File: src/rtl/game_pkg.sv
// Shared mode encodings, default geometry/physics constants and small helpers for the runner
// game core.
`timescale 1ns/1ps
package game_pkg;

    localparam logic [1:0] MODE_IDLE  = 2'b00;
    localparam logic [1:0] MODE_PLAY  = 2'b01;
    localparam logic [1:0] MODE_PAUSE = 2'b10;
    localparam logic [1:0] MODE_OVER  = 2'b11;

    localparam int unsigned DEF_NUM_OBS     = 10;
    localparam int unsigned DEF_X_W         = 10;
    localparam int unsigned DEF_Y_W         = 9;
    localparam int unsigned DEF_PLAYER_X    = 160;
    localparam int unsigned DEF_PLAYER_SIZE = 40;
    localparam int unsigned DEF_OBS_SIZE    = 40;
    localparam int unsigned DEF_UPPER_BOUND = 20;
    localparam int unsigned DEF_LOWER_BOUND = 460;
    localparam int unsigned DEF_MAX_VEL     = 8;
    localparam int unsigned DEF_ACCEL       = 1;
    localparam int unsigned DEF_LIVES       = 3;
    localparam int unsigned DEF_INVULN_FR   = 60;

    function automatic logic [15:0] sat_inc16(input logic [15:0] v);
        return (v == 16'hFFFF) ? v : v + 16'd1;
    endfunction

endpackage

File: src/rtl/game_if.sv
// Frame-level bus between obstacle generator, game core and renderer.
`timescale 1ns/1ps
interface game_if #(
    parameter int unsigned NUM_OBS = 10,
    parameter int unsigned X_W     = 10,
    parameter int unsigned Y_W     = 9
);
    logic                     frame_tick;
    logic                     start;
    logic                     pause;
    logic                     flap;
    logic [NUM_OBS*X_W-1:0]   obs_x;
    logic [NUM_OBS*Y_W-1:0]   obs_y;
    logic [NUM_OBS-1:0]       obs_valid;
    logic [1:0]               gamemode;
    logic [Y_W-1:0]           player_y;
    logic [2:0]               lives;
    logic [15:0]              score;
    logic                     hit;

    modport master (
        output frame_tick, start, pause, flap, obs_x, obs_y, obs_valid,
        input  gamemode, player_y, lives, score, hit
    );

    modport slave (
        input  frame_tick, start, pause, flap, obs_x, obs_y, obs_valid,
        output gamemode, player_y, lives, score, hit
    );
endinterface

File: src/rtl/game_collide.sv
// Combinational player-vs-obstacle overlap test across all slots, OR-reduced to one flag.
`timescale 1ns/1ps
module game_collide #(
    parameter int unsigned NUM_OBS     = 10,
    parameter int unsigned X_W         = 10,
    parameter int unsigned Y_W         = 9,
    parameter int unsigned PLAYER_X    = 160,
    parameter int unsigned PLAYER_SIZE = 40,
    parameter int unsigned OBS_SIZE    = 40
) (
    input  logic [Y_W-1:0]         player_y_i,
    input  logic [NUM_OBS*X_W-1:0] obs_x_i,
    input  logic [NUM_OBS*Y_W-1:0] obs_y_i,
    input  logic [NUM_OBS-1:0]     obs_valid_i,
    output logic                   any_hit_o
);

    localparam logic [X_W:0] PX_L  = (X_W+1)'(PLAYER_X);
    localparam logic [X_W:0] PX_R  = (X_W+1)'(PLAYER_X + PLAYER_SIZE);
    localparam logic [X_W:0] OS_X  = (X_W+1)'(OBS_SIZE);
    localparam logic [Y_W:0] OS_Y  = (Y_W+1)'(OBS_SIZE);
    localparam logic [Y_W:0] PS_Y  = (Y_W+1)'(PLAYER_SIZE);

    logic [NUM_OBS-1:0] overlap;
    logic [Y_W:0]       py_top;
    logic [Y_W:0]       py_bot;

    assign py_top = {1'b0, player_y_i};
    assign py_bot = py_top + PS_Y;

    // Strict inequalities: edge contact does not count as overlap.
    for (genvar k = 0; k < NUM_OBS; k++) begin : g_slot
        logic [X_W:0] ox;
        logic [Y_W:0] oy;
        assign ox = {1'b0, obs_x_i[k*X_W +: X_W]};
        assign oy = {1'b0, obs_y_i[k*Y_W +: Y_W]};
        assign overlap[k] = obs_valid_i[k]
                            && (PX_L < ox + OS_X) && (PX_R > ox)
                            && (py_top < oy + OS_Y) && (py_bot > oy);
    end

    assign any_hit_o = |overlap;

endmodule

File: src/rtl/game_core_n.sv
// Runner game core: mode FSM, player vertical physics, lives with post-hit invulnerability and
// frame score. State advances only on frame_tick while playing.
`timescale 1ns/1ps
module game_core_n
    import game_pkg::*;
#(
    parameter int unsigned NUM_OBS     = DEF_NUM_OBS,
    parameter int unsigned X_W         = DEF_X_W,
    parameter int unsigned Y_W         = DEF_Y_W,
    parameter int unsigned PLAYER_X    = DEF_PLAYER_X,
    parameter int unsigned PLAYER_SIZE = DEF_PLAYER_SIZE,
    parameter int unsigned OBS_SIZE    = DEF_OBS_SIZE,
    parameter int unsigned UPPER_BOUND = DEF_UPPER_BOUND,
    parameter int unsigned LOWER_BOUND = DEF_LOWER_BOUND,
    parameter int unsigned MAX_VEL     = DEF_MAX_VEL,
    parameter int unsigned ACCEL       = DEF_ACCEL,
    parameter int unsigned LIVES       = DEF_LIVES,
    parameter int unsigned INVULN_FR   = DEF_INVULN_FR
) (
    input logic   clk,
    input logic   rst,
    game_if.slave bus
);

    localparam int unsigned IW = (INVULN_FR > 0) ? $clog2(INVULN_FR + 1) : 1;

    localparam logic [Y_W-1:0] Y_INIT  = Y_W'((LOWER_BOUND - UPPER_BOUND) / 2);
    localparam logic [Y_W-1:0] Y_MIN   = Y_W'(UPPER_BOUND);
    localparam logic [Y_W-1:0] Y_MAX   = Y_W'(LOWER_BOUND - PLAYER_SIZE);
    localparam logic [Y_W-1:0] V_MAX   = Y_W'(MAX_VEL);
    localparam logic [Y_W-1:0] V_ACC   = Y_W'(ACCEL);
    localparam logic [2:0]     L_INIT  = 3'(LIVES);
    localparam logic [IW-1:0]  INV_SET = IW'(INVULN_FR);

    logic [1:0]     mode_q,   mode_d;
    logic [Y_W-1:0] y_q,      y_d;
    logic [Y_W-1:0] vel_q,    vel_d;
    logic           dir_q,    dir_d;
    logic [2:0]     lives_q,  lives_d;
    logic [15:0]    score_q,  score_d;
    logic [IW-1:0]  invuln_q, invuln_d;
    logic           hit_q,    hit_d;

    logic                  any_hit;
    logic                  want_down;
    logic [Y_W-1:0]        vel_n;
    logic                  dir_n;
    logic signed [Y_W+1:0] y_sum;
    logic [Y_W-1:0]        y_n;
    logic [IW-1:0]         invuln_dec;
    logic                  take_hit;

    game_collide #(
        .NUM_OBS     (NUM_OBS),
        .X_W         (X_W),
        .Y_W         (Y_W),
        .PLAYER_X    (PLAYER_X),
        .PLAYER_SIZE (PLAYER_SIZE),
        .OBS_SIZE    (OBS_SIZE)
    ) u_collide (
        .player_y_i  (y_q),
        .obs_x_i     (bus.obs_x),
        .obs_y_i     (bus.obs_y),
        .obs_valid_i (bus.obs_valid),
        .any_hit_o   (any_hit)
    );

    // Candidate physics step; only committed on a PLAY tick. dir 1 = moving down (+y).
    always_comb begin
        want_down = ~bus.flap;
        vel_n     = vel_q;
        dir_n     = dir_q;
        if (want_down == dir_q) begin
            vel_n = (vel_q + V_ACC > V_MAX) ? V_MAX : vel_q + V_ACC;
        end else if (vel_q >= V_ACC) begin
            vel_n = vel_q - V_ACC;
        end else begin
            vel_n = V_ACC - vel_q;
            dir_n = want_down;
        end

        if (dir_n) begin
            y_sum = $signed({2'b00, y_q}) + $signed({2'b00, vel_n});
        end else begin
            y_sum = $signed({2'b00, y_q}) - $signed({2'b00, vel_n});
        end

        if (y_sum < $signed({2'b00, Y_MIN})) begin
            y_n = Y_MIN;
        end else if (y_sum > $signed({2'b00, Y_MAX})) begin
            y_n = Y_MAX;
        end else begin
            y_n = y_sum[Y_W-1:0];
        end
    end

    // Immunity is judged after this tick's decrement, so a hit on tick T re-arms on T+INVULN_FR.
    assign invuln_dec = (invuln_q != '0) ? invuln_q - IW'(1) : '0;
    assign take_hit   = any_hit && (invuln_dec == '0);

    always_comb begin
        mode_d   = mode_q;
        y_d      = y_q;
        vel_d    = vel_q;
        dir_d    = dir_q;
        lives_d  = lives_q;
        score_d  = score_q;
        invuln_d = invuln_q;
        hit_d    = 1'b0;

        if (!bus.start) begin
            mode_d   = MODE_IDLE;
            y_d      = Y_INIT;
            vel_d    = '0;
            dir_d    = 1'b0;
            lives_d  = L_INIT;
            score_d  = '0;
            invuln_d = '0;
        end else begin
            case (mode_q)
                MODE_IDLE: mode_d = MODE_PLAY;
                MODE_PLAY: begin
                    if (bus.pause) begin
                        mode_d = MODE_PAUSE;
                    end
                    if (bus.frame_tick) begin
                        y_d      = y_n;
                        vel_d    = vel_n;
                        dir_d    = dir_n;
                        score_d  = sat_inc16(score_q);
                        invuln_d = invuln_dec;
                        if (take_hit) begin
                            hit_d    = 1'b1;
                            invuln_d = INV_SET;
                            lives_d  = lives_q - 3'd1;
                            if (lives_q == 3'd1) begin
                                mode_d = MODE_OVER;
                            end
                        end
                    end
                end
                MODE_PAUSE: begin
                    if (!bus.pause) begin
                        mode_d = MODE_PLAY;
                    end
                end
                MODE_OVER: mode_d = MODE_OVER;
                default:   mode_d = MODE_IDLE;
            endcase
        end
    end

    always_ff @(posedge clk) begin
        if (rst) begin
            mode_q   <= MODE_IDLE;
            y_q      <= Y_INIT;
            vel_q    <= '0;
            dir_q    <= 1'b0;
            lives_q  <= L_INIT;
            score_q  <= '0;
            invuln_q <= '0;
            hit_q    <= 1'b0;
        end else begin
            mode_q   <= mode_d;
            y_q      <= y_d;
            vel_q    <= vel_d;
            dir_q    <= dir_d;
            lives_q  <= lives_d;
            score_q  <= score_d;
            invuln_q <= invuln_d;
            hit_q    <= hit_d;
        end
    end

    assign bus.gamemode = mode_q;
    assign bus.player_y = y_q;
    assign bus.lives    = lives_q;
    assign bus.score    = score_q;
    assign bus.hit      = hit_q;

endmodule
File: src/flat_wrapper.sv
// flat-port wrapper written by rule: the top's interface ports become plain ports
module game_core_n_flat import game_pkg::*;
#(
    parameter int unsigned NUM_OBS     = DEF_NUM_OBS,
    parameter int unsigned X_W         = DEF_X_W,
    parameter int unsigned Y_W         = DEF_Y_W,
    parameter int unsigned PLAYER_X    = DEF_PLAYER_X,
    parameter int unsigned PLAYER_SIZE = DEF_PLAYER_SIZE,
    parameter int unsigned OBS_SIZE    = DEF_OBS_SIZE,
    parameter int unsigned UPPER_BOUND = DEF_UPPER_BOUND,
    parameter int unsigned LOWER_BOUND = DEF_LOWER_BOUND,
    parameter int unsigned MAX_VEL     = DEF_MAX_VEL,
    parameter int unsigned ACCEL       = DEF_ACCEL,
    parameter int unsigned LIVES       = DEF_LIVES,
    parameter int unsigned INVULN_FR   = DEF_INVULN_FR
)
  (clk, rst, bus_frame_tick, bus_start, bus_pause, bus_flap, bus_obs_x, bus_obs_y, bus_obs_valid, bus_gamemode, bus_player_y, bus_lives, bus_score, bus_hit);
  game_if #(.NUM_OBS(NUM_OBS), .X_W(X_W), .Y_W(Y_W)) bus_i ();
  input logic clk;
  input logic rst;
  input wire logic [$bits(bus_i.frame_tick)-1:0] bus_frame_tick;
  input wire logic [$bits(bus_i.start)-1:0] bus_start;
  input wire logic [$bits(bus_i.pause)-1:0] bus_pause;
  input wire logic [$bits(bus_i.flap)-1:0] bus_flap;
  input wire logic [$bits(bus_i.obs_x)-1:0] bus_obs_x;
  input wire logic [$bits(bus_i.obs_y)-1:0] bus_obs_y;
  input wire logic [$bits(bus_i.obs_valid)-1:0] bus_obs_valid;
  output wire logic [$bits(bus_i.gamemode)-1:0] bus_gamemode;
  output wire logic [$bits(bus_i.player_y)-1:0] bus_player_y;
  output wire logic [$bits(bus_i.lives)-1:0] bus_lives;
  output wire logic [$bits(bus_i.score)-1:0] bus_score;
  output wire logic [$bits(bus_i.hit)-1:0] bus_hit;
  assign bus_i.frame_tick = bus_frame_tick;
  assign bus_i.start = bus_start;
  assign bus_i.pause = bus_pause;
  assign bus_i.flap = bus_flap;
  assign bus_i.obs_x = bus_obs_x;
  assign bus_i.obs_y = bus_obs_y;
  assign bus_i.obs_valid = bus_obs_valid;
  assign bus_gamemode = bus_i.gamemode;
  assign bus_player_y = bus_i.player_y;
  assign bus_lives = bus_i.lives;
  assign bus_score = bus_i.score;
  assign bus_hit = bus_i.hit;
  game_core_n #(.NUM_OBS(NUM_OBS), .X_W(X_W), .Y_W(Y_W), .PLAYER_X(PLAYER_X), .PLAYER_SIZE(PLAYER_SIZE), .OBS_SIZE(OBS_SIZE), .UPPER_BOUND(UPPER_BOUND), .LOWER_BOUND(LOWER_BOUND), .MAX_VEL(MAX_VEL), .ACCEL(ACCEL), .LIVES(LIVES), .INVULN_FR(INVULN_FR)) u_core (.clk(clk), .rst(rst), .bus(bus_i));
endmodule
File: config.mk
export PLATFORM = sky130hd
export DESIGN_NAME = game_core_n_flat
export DESIGN_NICKNAME = d
export VERILOG_FILES = /design/src/rtl/game_pkg.sv /design/src/rtl/game_if.sv /design/src/rtl/game_collide.sv /design/src/rtl/game_core_n.sv /design/src/flat_wrapper.sv
export SDC_FILE = /design/constraint.sdc
export NUM_CORES = 1
export LEC_CHECK = 0
export ABC_AREA = 0
export CAP_MARGIN = 20
export CORE_ASPECT_RATIO = 1.25
export CORE_MARGIN = 2
export CORE_UTILIZATION = 40
export CTS_CLUSTER_DIAMETER = 50
export DETAILED_ROUTE_END_ITERATION = 10
export HOLD_SLACK_MARGIN = 0.08
export PLACE_DENSITY = 0.69
export SYNTH_ARGS = -nofsm -noshare
export SYNTH_HDL_FRONTEND = slang
export SYNTH_SLANG_ARGS = --single-unit
File: constraint.sdc
create_clock -name clk -period 5.4 [get_ports clk]
set_input_delay 0.54 -clock clk [delete_from_list [all_inputs] [get_ports clk]]
set_output_delay 0.54 -clock clk [all_outputs]
set_load 0.05 [all_outputs]
==> metrics.yaml <==
run_status:
  status: "finished, final reports clean"
route:
  dr_total_vias: 9037
  final_antenna_net_count: 0
  viasPerCell: 5.48
  drc: 0
  drtIter0Drc: 568
  avgRoutedWirePerCell_um: 16.1
  wirelength_um: 26600
  drt_pass1_iterations: 6
power:
  p_sw_frac: 0.363
  seq_power_share: 0.236
  powerDensity_nw_per_um2: 133
  p_total_mw: 1.52
  power.leakage_nw: 5.01
  pwr-share-clk: 0.237
  p_int_mw: 0.968
  p_switching_mw: 0.553
  combinationalPowerShare: 0.527
  irDropWorstVdd_uv: 171
finish:
  final_cell_mix: "236 x clkdlybuf4s50_1, 193 x ha_1, 128 x inv_1, 95 x nor2_1, 89 x a21oi_1"
  area_delta_synth_final_pct: 33.9
  drive_gt1_frac: 0.0306
  final_util: 0.547
  fin_area_um2: 11400
  final_common_cell: "clkdlybuf4s50_1"
  nets: 1772
  fin_cells: 1648
clocking:
  cts-buffers-inserted: 5
  postCtsSetupBuffers: 0
  clk_pin_slew_worst_paths_ns: 0.07
  cts-resized-gates: 0
  clock_path_buffers: 2
  clockRootBuffer: "clkbuf_16"
  cts_hold_buf: 0
  h-tree-depth: 2
  cts.sinks: 47
  cts_tree: "done"
  clkLatencyLatePin_ns: 0.30
critical_path:
  rr_endpoint: "u_core.bus.player_y[3]$_SDFFE_PP1P_"
  crit_path_top_delay_cell: "dfxtp_1"
  critPathMaxFanout: 11
  start_kind: "flop"
  endpoint: "u_core.bus.player_y[3]$_SDFFE_PP1P_"
  cp_data_arrival_time_ns: 4.79
  path_depth: 17
  r2r_start: "u_core.vel_q[2]$_SDFFE_PP0P_"
  crit_chain: "inv_1 > ha_1 > nor3b_2 > a31oi_1 > o21ai_0 > mux2_2 > o21ai_0 > ha_1 > inv_1 > o221ai_1 > a221oi_2 > xnor2_1 > a31o_2 > o21ai_0 > a22o_1 > nand3_1 > o221ai_1"
  end_kind: "flop"
  worstSetupPathType: "reg2reg"
  max_stage_delay_ns: 0.56
  crit_family: "compound AO/OA/AOI/OAI gates"
  cp_common_cell: "o21ai_0"
  worstPathRequired_ns: 5.61
  ff2ff_path_depth: 17
  reg2reg_slack_ns: 0.82
  critPathLaunch: "u_core.vel_q[2]$_SDFFE_PP0P_"
  crit_buf_inv: 2
timing:
  fin_skew_ns: 0.0100
  finalMaxSlewViolations: 0
  rsz0062_at_grt: "false"
  hold_slack_ns: 0.482
  fmax_ghz: 0.218
  finalSetupTns_ns: 0
  finalWorstSetupSlack_ns: 0.819
  hold_violations: 0
  period_share: 0.848
  period_minus_slack_ns: 4.58
  slew_headroom: 0.420
  setup_viol: 0
  worst_slew_pin_slew_ns: 0.870
yosys:
  ys.flop_type: "dfxtp_1"
  ys_ff_latch: 47
  syn_area_um2: 8540
  synth_area_leader_cell: "ha_1"
  synth_top_area_frac: 0.283
  syn_area_per_cell_um2: 7.51
  syn_inst: 1136
  synthTopCellsByArea: "ha_1 28%, dfxtp_1 11%, inv_1 5.6%"
  synth_cell_type_count: 81
  synth_nets: 1537
  synth_edf_count: 0
  yosysWarnings: 0
  synthArstFlopShare: 0
  synth-seq-area-share: 0.110
global_routing:
  grt_pass1_vias: 8860
  grt_start_max_net_pins: 28
  antenna_found_initial: 1
  grt_pass1_wl_um: 42500
  grt-ovfl-total: 0
  grt.total_usage: 0.228
die:
  start_util: 0.409
  dieArea_um2: 22500
  core-area_um2: 20900
  dieWidth_um: 135
  ios: 237
  dieHeight_um: 167
  rows: 59
place:
  gp_congestion: 0.903
  placed_cells: 1638
  portBuffers: 236
  dp_hpwl_um: 21800
  dp_slack_ns: 0.757
  place_area_um2: 11300
hold_path:
  hold_class: "reg2reg"
  hold_depth: 2
flow_run:
  maxCapViolations: 0
==> cell families after synthesis <==
group,Yosys count,share of synthesized area
AOI/OAI and AO/OA,300,0.235
xor gates and xnor gates,73,0.0749
adders and majority gates,196,0.289
buffers and inverters,153,0.0696
DFF,47,0.110
muxes,8,0.0110
and+or+nand+nor,359,0.211
==> power by group through the flow <==
stage               registers (mW)  logic (mW)  clock network [mW]
global placement             0.366       0.781                   0
detailed placement           0.366       0.793                   0
CTS                          0.358       0.799               0.372
floorplan                    0.374       0.480                   0
finish                       0.359       0.801               0.361
global route                 0.359       0.898               0.382
==> layer usage <==
metal / vias to the layer above / GRT usage / routed length [um]
li1: 4609 / - / -
met5: - / 0 / 0
met2: 241 / 0.429 / 13400
met4: 0 / 0.0540 / 467
met3: 35 / 0.0257 / 1310
met1: 4152 / 0.271 / 11400
==> tightest hold or removal path: cells and delay by family, from the launching register on <==
family | cells | cell delay (ns)
simple gates | 1 | 0.06
flops | 1 | 0.33
compound gates | 1 | 0.05
==> area by class of cell <==
cell class,instances,area [um2]
sequential,47,941
timing repair buffer,252,2480
tap,274,343
antenna,2,5.00
inverter,129,484
fill,2019,9460
multi-input combinational,936,7000
clock inverter,3,46.3
clock buffer,5,125
==> flip-flops by register name, summed over array words and instances, names as in the netlist <==
register and cells:
u_core.vel_q 9, u_core.bus.gamemode 2, u_core.bus.score 16, u_core.invuln_q 6
u_core.dir_q 1, u_core.bus.lives 3, u_core.bus.hit 1, u_core.bus.player_y 9
==> Yosys cell counts (all sizes together), types with 4 or more instances <==
cell and number:
a211oi 14, a21o 17, a21oi 90, a31oi 7, a41oi 4, and2 6
and3 5, buf 6, clkbuf 18, dfxtp 47, ha 193, inv 129
mux2i 7, nand2 83, nand2b 16, nand3 27, nand3b 5, nand4 23
nor2 95, nor2b 13, nor3 43, nor4 13, nor4b 8, o2111ai 17
o211ai 6, o21a 13, o21ai 59, o221ai 4, o31ai 18, o32ai 4
o41ai 9, or3 10, or4 4, xnor2 50, xor2 23
==> how the worst min path moves through the flow <==
stage / from / endpoint
floorplan: u_core.invuln_q[1]$_SDFFE_PP0P_ / u_core.invuln_q[1]$_SDFFE_PP0P_
global placement: u_core.bus.player_y[8]$_SDFFE_PP0P_ / u_core.bus.player_y[8]$_SDFFE_PP0P_
detailed placement: u_core.bus.player_y[8]$_SDFFE_PP0P_ / u_core.bus.player_y[8]$_SDFFE_PP0P_
CTS: u_core.bus.player_y[8]$_SDFFE_PP0P_ / u_core.bus.player_y[8]$_SDFFE_PP0P_
global route: u_core.bus.player_y[8]$_SDFFE_PP0P_ / u_core.bus.player_y[8]$_SDFFE_PP0P_
finish: u_core.bus.player_y[8]$_SDFFE_PP0P_ / u_core.bus.player_y[8]$_SDFFE_PP0P_
(Power assumes the default switching activity.)
==> RTL edit: new RTL, config.mk and constraints unchanged <==
Make the reset (`rst`) asynchronous in one clocked block.
--- a/src/rtl/game_core_n.sv
+++ b/src/rtl/game_core_n.sv
@@ -151,5 +151,5 @@
     end
 
-    always_ff @(posedge clk) begin
+    always_ff @(posedge clk or posedge rst) begin
         if (rst) begin
             mode_q   <= MODE_IDLE;
Function: differs if rst is asserted again (counterexample within 4 cycles, from zero or initial values and one cycle with rst high); with rst held inactive, the same outputs for 4 cycles.
==> RTL edit against the unedited design <==
Worst setup slack got worse by 0.22 ns. Wire length increased by 7.0%. Sequential cell count unchanged. Synthesized area increased by 3.3%. Design area increased by 2.8%. Critical path depth decreased by 1. Count of clock-buffer cells in the layout unchanged. Via count increased by 3.6%. Critical endpoint is now u_core.bus.player_y[8]$_DFFE_PP0P_. Highest routed layer unchanged.
Power is not compared: it rests on default switching activity, and its combinational part moved more than twofold at a synthesized area within 25%.
==> RTL edit: results (changes against the unedited design) <==
metric,value,unit,change
Post-DP HPWL,22.65,mm,+3.7%
clk buf depth,2,,unchanged
setup bufs post-CTS,0,,unchanged
1st-iter DRT viols,471,,-17%
R2R depth,16,,-1
fillers,2067,,+2.4%
Post-Place Worst Slack,0.6305,ns,-0.1265 ns
Pleak,5.256,nW,
status,completed,,
synthesized netlist net count,1524,,-0.85%
"Top FF cell, synth",dfrtp_1,,
CP Max Fanout,14,,+3
post-synthesis async set-or-reset flop share,100.0,%,+100 points
post-synth cell types,77,,-4.9%
CP peak stage delay,0.58,ns,+0.02 ns
first-pass GRT wire length,44.34,mm,+4.4%
register area share after synthesis,13.43,%,+2.4 points
RD Place Congestion,0.9615,,+6.5%
crit path DAT,4.99,ns,+0.20 ns
share of cells above drive strength 1,3.382,%,+0.32 points
initial antenna violation count,0,,-1
Tcrit/Tclk final,88.83,%,+4.0 points
Slowest cell on crit path,dfrtp_1,,
Worst Hold Class,in2async,,
largest net degree at the start of global routing,48,,+71%
synth cell count leaders,"ha_1 (194), inv_1 (127), a21oi_1 (88)",,
ranking of synthesized cells by area,"ha_1 (28%), dfrtp_1 (11%), inv_1 (5.4%), a21oi_1 (5.0%), xnor2_1 (4.9%)",,
nets,1761,,-0.62%
Ant. Diodes,0,,-2
Total GRT Usage,23.58,%,+0.81 points
DR vias,9360,,+3.6%
Worst-Margin Slew,0.9444,ns,+0.07456 ns
Wirelength per Cell,17.33,µm,+7.6%
skew final,0.01440,ns,+0.004377 ns
-- RTL edit: power by group --
| group | switching [W] | internal [W] |
|---|---|---|
| clock | 0.000147 | 0.000221 |
| combinational | 0.00142 | 0.00111 |
| sequential | 0.000101 | 0.000385 |
| total | 0.00167 | 0.00171 |
-- RTL edit: layout make-up --
| class | instances | area share [%] |
|---|---|---|
| multi-input cells | 925 | 60.14 |
| flip-flops and latches | 47 | 10.09 |
| repair buffers | 252 | 21.24 |
| clock inverters | 3 | 0.4048 |
| inverters | 128 | 4.090 |
| well taps | 279 | 2.972 |
| clock buffers | 5 | 1.065 |
-- RTL edit: worst register-to-register path, stage by stage (launching register included) --
cell and delay [ns]:
dfrtp_1 0.58, inv_1 0.13, ha_1 0.23, a211oi_2 0.28, nand4_2 0.33, a21bo_2 0.32, nand2_1 0.07, xor2_1 0.06
o21ai_0 0.38, ha_1 0.38, a221oi_1 0.53, o31ai_1 0.11, mux2i_1 0.31, xor2_1 0.26, o31ai_1 0.16, o311a_1 0.39
a22o_1 0.19
-- RTL edit: metrics by stage --
stage                     cells  instance area, µm²
after detailed placement   1630               11550
after CTS                  1638               11730
after floorplan            1122                8821
after global routing       1639               11750
final                      1639               11750
after global placement     1629               11550
-- RTL edit: cells by family (layout without fill, tap and decap cells) --
| logic type | count (synthesis) | count (layout) | synth area share (%) |
|---|---|---|---|
| compound gates | 322 | 322 | 24.71 |
| buf+inv | 150 | 388 | 6.482 |
| simple gates | 326 | 326 | 19.13 |
| fa+ha+maj | 196 | 196 | 27.97 |
| mux | 9 | 9 | 1.121 |
| xor+xnor | 72 | 72 | 7.149 |
| flops | 47 | 47 | 13.43 |
-- RTL edit: final timing paths --
| check | startpoint | to | slack, ns |
|---|---|---|---|
| setup / recovery | u_core.vel_q[2]$_DFFE_PP0P_ | u_core.bus.player_y[8]$_DFFE_PP0P_ | 0.60 |
| hold / removal | rst | u_core.vel_q[5]$_DFFE_PP0P_ | 0.46 |
| setup reg to reg | u_core.vel_q[2]$_DFFE_PP0P_ | u_core.bus.player_y[8]$_DFFE_PP0P_ | 0.60 |
| hold reg to reg | u_core.invuln_q[1]$_DFFE_PP0P_ | u_core.invuln_q[1]$_DFFE_PP0P_ | 0.57 |
| max in group asynchronous | rst | u_core.bus.player_y[4]$_DFFE_PP1P_ | 4.41 |
| min in group clk | u_core.invuln_q[1]$_DFFE_PP0P_ | u_core.invuln_q[1]$_DFFE_PP0P_ | 0.57 |
-- RTL edit: routing by layer --
layer / vias to the layer above / track usage [%] / wire, µm
li1: 4635 / - / -
met1: 4393 / 26.52 / 11450
met2: 284 / 45.11 / 14320
met3: 48 / 3.158 / 1914
met4: 0 / 7.396 / 729
met5: - / 0 / 0
